File: src/rtl/sfu_if.sv
`default_nettype none
//============================================================================
// Module : sfu_if
// Desc   : Operand/result bundle between an issuing stage and the sfu.
// Rev    : 1.0
//============================================================================
interface sfu_if;
  logic        start_i;
  logic [31:0] src1_i;
  logic [2:0]  selop_i;
  logic [31:0] Result_o;
  logic        stall_o;

  modport master (
    output start_i,
    output src1_i,
    output selop_i,
    input  Result_o,
    input  stall_o
  );

  modport slave (
    input  start_i,
    input  src1_i,
    input  selop_i,
    output Result_o,
    output stall_o
  );
endinterface
`default_nettype wire

File: src/rtl/sfu.sv
`default_nettype none
//============================================================================
// Module : sfu
// Desc   : SIMT special function unit: 24-step CORDIC sin/cos, single-cycle
//          IEEE-754 bit-trick rsqrt/log2/ex2. Macro SFU_SINCOS_QUADRANT_EN
//          widens the sin/cos input range from [-pi/2, pi/2] to [-pi, pi].
// Rev    : 1.0
//============================================================================
module sfu (
  input  logic clk_i,
  input  logic rst_n,
  sfu_if.slave bus
);

  localparam logic [2:0] OP_SIN   = 3'b000;
  localparam logic [2:0] OP_COS   = 3'b001;
  localparam logic [2:0] OP_RSQRT = 3'b010;
  localparam logic [2:0] OP_LOG2  = 3'b011;
  localparam logic [2:0] OP_EX2   = 3'b100;

  localparam logic signed [31:0] CORDIC_K  = 32'sh136E9DB3;
  localparam logic signed [31:0] HALF_PI   = 32'sh3243F6A9;
  localparam logic signed [31:0] EX2_MIN   = 32'hC0800000;
  localparam logic signed [31:0] EX2_MAX   = 32'sh40000000;
  localparam logic        [31:0] RSQRT_MAGIC = 32'h5F3759DF;
  localparam logic        [31:0] FP_ONE    = 32'h3F800000;
  localparam logic        [31:0] FP_INF    = 32'h7F800000;
  localparam logic        [31:0] FP_QNAN   = 32'h7FC00000;
  localparam logic        [31:0] Q823_NEG_INF = 32'h80000000;
  localparam logic        [4:0]  LAST_ITER = 5'd23;
`ifdef SFU_SINCOS_QUADRANT_EN
  localparam logic signed [31:0] PI        = 32'sh6487ED51;
`endif

  typedef enum logic [0:0] {
    ST_IDLE = 1'b0,
    ST_BUSY = 1'b1
  } state_e;

  state_e             state_q, state_d;
  logic signed [31:0] x_q, x_d;
  logic signed [31:0] y_q, y_d;
  logic signed [31:0] z_q, z_d;
  logic [4:0]         iter_q, iter_d;
  logic               is_cos_q, is_cos_d;
  logic               neg_q, neg_d;
  logic [31:0]        result_q, result_d;
  logic               stall_q, stall_d;

  // atan(2^-i) in Q2.29, rounded to nearest.
  function automatic logic signed [31:0] atan_lut(input logic [4:0] idx);
    logic signed [31:0] v;
    case (idx)
      5'd0:    v = 32'sh1921FB54;
      5'd1:    v = 32'sh0ED63383;
      5'd2:    v = 32'sh07D6DD7E;
      5'd3:    v = 32'sh03FAB753;
      5'd4:    v = 32'sh01FF55BB;
      5'd5:    v = 32'sh00FFEAAE;
      5'd6:    v = 32'sh007FFD55;
      5'd7:    v = 32'sh003FFFAB;
      5'd8:    v = 32'sh001FFFF5;
      5'd9:    v = 32'sh000FFFFF;
      5'd10:   v = 32'sh00080000;
      5'd11:   v = 32'sh00040000;
      5'd12:   v = 32'sh00020000;
      5'd13:   v = 32'sh00010000;
      5'd14:   v = 32'sh00008000;
      5'd15:   v = 32'sh00004000;
      5'd16:   v = 32'sh00002000;
      5'd17:   v = 32'sh00001000;
      5'd18:   v = 32'sh00000800;
      5'd19:   v = 32'sh00000400;
      5'd20:   v = 32'sh00000200;
      5'd21:   v = 32'sh00000100;
      5'd22:   v = 32'sh00000080;
      5'd23:   v = 32'sh00000040;
      default: v = 32'sh00000000;
    endcase
    return v;
  endfunction

  logic signed [31:0] w_src;
  logic               w_is_zero;
  logic [31:0]        w_rsqrt;
  logic [31:0]        w_log2;
  logic [31:0]        w_ex2;
  logic [31:0]        w_single;

  assign w_src     = signed'(bus.src1_i);
  assign w_is_zero = (bus.src1_i[30:0] == 31'd0);

  always_comb begin
    w_rsqrt = RSQRT_MAGIC - (bus.src1_i >> 1);
    if (w_is_zero) begin
      w_rsqrt = FP_INF;
    end else if (bus.src1_i[31]) begin
      w_rsqrt = FP_QNAN;
    end

    w_log2 = {1'b0, bus.src1_i[30:0]} - FP_ONE;
    if (w_is_zero || bus.src1_i[31]) begin
      w_log2 = Q823_NEG_INF;
    end

    w_ex2 = bus.src1_i + FP_ONE;
    if (w_src < EX2_MIN) begin
      w_ex2 = 32'h00000000;
    end else if (w_src >= EX2_MAX) begin
      w_ex2 = FP_INF;
    end

    case (bus.selop_i)
      OP_RSQRT: w_single = w_rsqrt;
      OP_LOG2:  w_single = w_log2;
      OP_EX2:   w_single = w_ex2;
      default:  w_single = 32'h00000000;
    endcase
  end

  logic signed [31:0] w_z0;
  logic               w_neg0;

  always_comb begin
    w_z0   = w_src;
    w_neg0 = 1'b0;
`ifdef SFU_SINCOS_QUADRANT_EN
    // Fold into [-pi/2, pi/2]; sin/cos of (a -/+ pi) are the negated originals.
    if (w_src > HALF_PI) begin
      w_z0   = w_src - PI;
      w_neg0 = 1'b1;
    end else if (w_src < -HALF_PI) begin
      w_z0   = w_src + PI;
      w_neg0 = 1'b1;
    end
`else
    if (w_src > HALF_PI) begin
      w_z0 = HALF_PI;
    end else if (w_src < -HALF_PI) begin
      w_z0 = -HALF_PI;
    end
`endif
  end

  logic               w_dir_pos;
  logic signed [31:0] w_x_sh;
  logic signed [31:0] w_y_sh;
  logic signed [31:0] w_atan;
  logic signed [31:0] w_x_nxt;
  logic signed [31:0] w_y_nxt;
  logic signed [31:0] w_z_nxt;
  logic signed [31:0] w_cordic_raw;
  logic signed [31:0] w_cordic_res;

  assign w_dir_pos = ~z_q[31];
  assign w_x_sh    = x_q >>> iter_q;
  assign w_y_sh    = y_q >>> iter_q;
  assign w_atan    = atan_lut(iter_q);
  assign w_x_nxt   = w_dir_pos ? (x_q - w_y_sh) : (x_q + w_y_sh);
  assign w_y_nxt   = w_dir_pos ? (y_q + w_x_sh) : (y_q - w_x_sh);
  assign w_z_nxt   = w_dir_pos ? (z_q - w_atan) : (z_q + w_atan);

  assign w_cordic_raw = is_cos_q ? w_x_nxt : w_y_nxt;
  assign w_cordic_res = neg_q ? -w_cordic_raw : w_cordic_raw;

  always_comb begin
    state_d  = state_q;
    x_d      = x_q;
    y_d      = y_q;
    z_d      = z_q;
    iter_d   = iter_q;
    is_cos_d = is_cos_q;
    neg_d    = neg_q;
    result_d = result_q;
    stall_d  = stall_q;

    case (state_q)
      ST_IDLE: begin
        if (bus.start_i) begin
          if ((bus.selop_i == OP_SIN) || (bus.selop_i == OP_COS)) begin
            x_d      = CORDIC_K;
            y_d      = 32'sh00000000;
            z_d      = w_z0;
            iter_d   = 5'd0;
            is_cos_d = (bus.selop_i == OP_COS);
            neg_d    = w_neg0;
            stall_d  = 1'b1;
            state_d  = ST_BUSY;
          end else begin
            result_d = w_single;
          end
        end
      end
      ST_BUSY: begin
        x_d    = w_x_nxt;
        y_d    = w_y_nxt;
        z_d    = w_z_nxt;
        iter_d = iter_q + 5'd1;
        if (iter_q == LAST_ITER) begin
          iter_d   = 5'd0;
          result_d = w_cordic_res;
          stall_d  = 1'b0;
          state_d  = ST_IDLE;
        end
      end
      default: begin
        state_d = ST_IDLE;
        stall_d = 1'b0;
      end
    endcase
  end

  always_ff @(posedge clk_i) begin
    if (rst_n) begin
      state_q  <= ST_IDLE;
      x_q      <= '0;
      y_q      <= '0;
      z_q      <= '0;
      iter_q   <= '0;
      is_cos_q <= 1'b0;
      neg_q    <= 1'b0;
      result_q <= '0;
      stall_q  <= 1'b0;
    end else begin
      state_q  <= state_d;
      x_q      <= x_d;
      y_q      <= y_d;
      z_q      <= z_d;
      iter_q   <= iter_d;
      is_cos_q <= is_cos_d;
      neg_q    <= neg_d;
      result_q <= result_d;
      stall_q  <= stall_d;
    end
  end

  assign bus.Result_o = result_q;
  assign bus.stall_o  = stall_q;

endmodule
`default_nettype wire

File: src/flat_wrapper.sv
// flat-port wrapper written by rule: the top's interface ports become plain ports
module sfu_flat 
  (clk_i, rst_n, bus_start_i, bus_src1_i, bus_selop_i, bus_Result_o, bus_stall_o);
  sfu_if bus_i ();
  input  logic clk_i;
  input  logic rst_n;
  input wire logic [$bits(bus_i.start_i)-1:0] bus_start_i;
  input wire logic [$bits(bus_i.src1_i)-1:0] bus_src1_i;
  input wire logic [$bits(bus_i.selop_i)-1:0] bus_selop_i;
  output wire logic [$bits(bus_i.Result_o)-1:0] bus_Result_o;
  output wire logic [$bits(bus_i.stall_o)-1:0] bus_stall_o;
  assign bus_i.start_i = bus_start_i;
  assign bus_i.src1_i = bus_src1_i;
  assign bus_i.selop_i = bus_selop_i;
  assign bus_Result_o = bus_i.Result_o;
  assign bus_stall_o = bus_i.stall_o;
  sfu u_core (.clk_i(clk_i), .rst_n(rst_n), .bus(bus_i));
endmodule
File: config.mk
export PLATFORM = sky130hd
export DESIGN_NAME = sfu_flat
export DESIGN_NICKNAME = d
export VERILOG_FILES = /design/src/rtl/sfu_if.sv /design/src/rtl/sfu.sv /design/src/flat_wrapper.sv
export SDC_FILE = /design/constraint.sdc
export NUM_CORES = 1
export LEC_CHECK = 0
export ABC_AREA = 1
export CORE_UTILIZATION = 50
export DETAILED_ROUTE_END_ITERATION = 16
export GPL_TIMING_DRIVEN = 0
export PLACE_DENSITY_LB_ADDON = 0.05
export RECOVER_POWER = 50
export SYNTH_ARGS = -nofsm -noshare
export SYNTH_HDL_FRONTEND = slang
export SYNTH_SLANG_ARGS = --single-unit
File: constraint.sdc
create_clock -name clk_i -period 3.8 [get_ports clk_i]
set_input_delay 0.38 -clock clk_i [delete_from_list [all_inputs] [get_ports clk_i]]
set_output_delay 0.38 -clock clk_i [all_outputs]
set_load 0.02 [all_outputs]
==> reports/results.ini <==
[sta]
final.period_utilization_pct=128
slew_viol_final=0
setup_ws_ns=-1.07
fmax_mhz=205
slew_headroom_pct=17.0
rsz0062_at_grt=yes
skew_ns=0.0166
setup_viol=80
hold_viol_final=0
setup_tns_ns=-46.56
period_minus_slack_ns=4.87
worstMarginPinSlew_ns=1.25

[pwr]
p_int_mw=5.92
power_density_nw_per_um2=516
worst_ir_drop_vdd_mv=0.396
swShare_pct=52.1
pwr-share-clk_pct=14.8
combPwrFrac_pct=67.8
leakagePower_nw=11.3
p_seq_share_pct=17.4
p_sw_mw=6.45

[finish]
num-fill-cells=3558
fin_cells=3973
layout.nets=3607
multiInputGateArea_um2=16000
drive_gt1_share_pct=17.6
fin_area_um2=24000
register_area_um2=3310
area_growth_pct=24.7

[worst_hold_path]
hp-class=reg -> reg
hold_start=u_core.z_q[12]
min_path_cells=2

[run]
maxCapViolCount=0

[setup_path]
worst_path_most_repeated_cell=nand2_1
crit_fanout=6
start_kind=register
critPathMaxStageDelay_ns=0.46
worstSetupStartpoint=u_core.iter_q[0]
worstSetupPathType=reg -> reg
ff2ff_path_depth=28
critPathSlowestCell=dfxtp_4
cp.required_ns=4.20
end_kind=register
r2r_start=u_core.iter_q[0]
worstPathArrival_ns=5.28

[synthesis]
avgSynthCellArea_um2=5.84
synth_nets=3453
ys_ff_latch=165
netlist_instances=3294
synth_edf_count=0
ys.flop_type=dfxtp_1
synth-warning-count=0
yosysUniqueCellTypes=55
ys_seq_area_share_pct=17.2
syn_area_um2=19200
postSynth.asyncResetShare_pct=0

[placement]
placed_area_um2=20700
place_hpwl_mm=71.4
dp_cells=3869
gp_congestion=1.12
portBuffers=64

[grt]
grt_pass1_wl_mm=133
grt_use_total_pct=45.6
grt_start_max_net_pins=17
overflow=0
grt_pass1_vias=22900
antenna_found_initial=1

[clocking]
clk_latency_ns=0.48
h-tree-depth=4
numCtsBuffers=17
cts_buffer_depth=2
hold_buffers=0
root_buffer=clkbuf_16
clkTransAtPathRegs_ns=0.07
clock-sinks=165
cts_tree=done

[floorplanning]
ioPinCount=71
coreArea_um2=37800
die_width_um=198
die_area_um2=39200
chipHeight_um=198
num_rows=71
initial_core_util_pct=50.9

[drt]
first_pass_iters=8
remaining_drc_errors=0
post_drt_wl_per_cell_um=23.2
wl_mm=92.1
ant_nets=0
drtIter0Drc=2975
vias=24800
viasPerCell=6.24

[run_status]
status=finished with violations
violations=negative setup slack

## synthesized netlist by cell type, drive strengths merged (3+ instances only)
cell type  number  area share, %
o22ai          17           0.55
a21boi          6           0.23
fa              3           0.31
nand4          24           0.86
nand3         392             10
a211oi          7           0.27
o21bai         11           0.43
xor2           87            4.0
inv           321            6.3
a21oi         250            6.5
a21o            4           0.16
clkbuf         80            1.6
o2111ai         4           0.18
nor2          270            5.6
o21ai         250            6.5
dfxtp         165             17
nand3b          3           0.12
a31oi          34            1.1
o311ai          5           0.23
nor4           15           0.49
nor3           31           0.87
o211ai         48            1.9
or2            27           0.88
ha            118            7.7
o31ai           7           0.27
o21a            7           0.27
clkinv          3          0.065
buf            65            2.0
nand2         950             19
xnor2          67            3.1
o221ai         10           0.46
a221oi          6           0.27
## power by group through the flow
| stage | registers [mW] | clock network [mW] | logic [mW] |
|---|---|---|---|
| global route | 2.15 | 1.90 | 8.83 |
| detailed placement | 2.15 | 0 | 6.11 |
| global placement | 2.15 | 0 | 6.03 |
| floorplan | 2.07 | 0 | 4.31 |
| finish | 2.15 | 1.83 | 8.38 |
| CTS | 2.13 | 1.83 | 7.39 |
## final timing paths
| path | to | slack (ns) |
|---|---|---|
| max reg2reg | u_core.bus.Result_o[26] | -1.07 |
| max | u_core.bus.Result_o[26] | -1.07 |
| min reg2reg | u_core.z_q[12] | 0.48 |
| min | u_core.z_q[12] | 0.48 |
## through the flow
step | util [%] | total power [mW] | worst slack [ns] | hold slack, ns
2_1_floorplan | - | 6.37 | -0.215 | 0.450
3_3_place_gp | 54.7 | 8.18 | -1.73 | 0.466
3_5_place_dp | 54.7 | 8.26 | -1.79 | 0.468
4_1_cts | 61.1 | 11.3 | -0.797 | 0.439
5_1_grt | 63.5 | 12.9 | -1.25 | 0.482
6_report | 63.5 | 12.4 | -1.07 | 0.479
## placed cells by master, fill, tap and decap left out, types with 23 or more instances in the layout
master	instances
o21ai_0	184
buf_4	84
nand2_2	70
o211ai_1	48
nand3_1	327
nand3_2	60
nand2_1	867
nand4_1	23
nor3_1	24
xor2_1	68
xnor2_1	44
a21oi_2	54
dfxtp_1	160
o21ai_2	28
nor2_1	243
ha_1	87
clkdlybuf4s50_1	29
clkbuf_1	65
a21oi_1	187
dlygate4sd3_1	35
o21ai_1	36
inv_1	296
a31oi_1	31
ha_4	23
## flip-flops by register name, indices dropped and copies added (netlist names)
name,count
u_core.bus.Result_o,32
u_core.x_q,32
u_core.y_q,32
u_core.z_q,32
u_core.w_atan,29
u_core.iter_q,5
u_core.bus.stall_o,1
u_core.is_cos_q,1
u_core.state_q,1
## cell type report
type                       count  share of cell area [%]
tap                          511                    2.67
multi-input combinational   2660                    66.9
clock inverter                11                   0.517
inverter                     324                    5.19
buffer                       143                    3.75
sequential                   165                    13.8
clock buffer                  21                    1.96
timing repair buffer         137                    5.13
antenna                        1                  0.0104
## critical path: cells and delay by family, from the launching register on
family / cells / cell delay, ns
adders and majority gates: 1 / 0.45
buffers and inverters: 4 / 0.56
and+or+nand+nor: 12 / 1.36
DFF: 1 / 0.46
AOI/OAI and AO/OA: 9 / 1.38
xor gates and xnor gates: 2 / 0.59
## cell families (layout without fill, tap and decap cells)
family	after synthesis	count (layout)	share of synthesized area (%)
AND/OR/NAND/NOR	1714	1714	38.3
AO/OA/AOI/OAI	671	671	19.6
buffers and inverters	469	636	9.86
flip-flops	165	165	17.2
XOR/XNOR	154	154	7.06
adder cells (fa/ha/maj)	121	121	7.99
other	0	1	0
## routing by layer
| layer | track usage, % | part of all wire [%] | wire length [um] | vias to the layer above |
|---|---|---|---|---|
| met4 | 39.8 | 9.7 | 8950 | 0 |
| met1 | 54.2 | 37 | 33600 | 11500 |
| met3 | 9.13 | 11 | 10000 | 395 |
| met5 | 0 | 0 | 0 | - |
| li1 | - | - | - | 11300 |
| met2 | 70.3 | 43 | 39500 | 1601 |
## what timing repair did
action,in CTS,in global routing
pin swaps,103,61
gates resized for setup,342,179
setup endpoints to repair,119,94
buffers inserted,57,15
cloned,1,0
No activity file was read; power rests on OpenSTA's default activity.
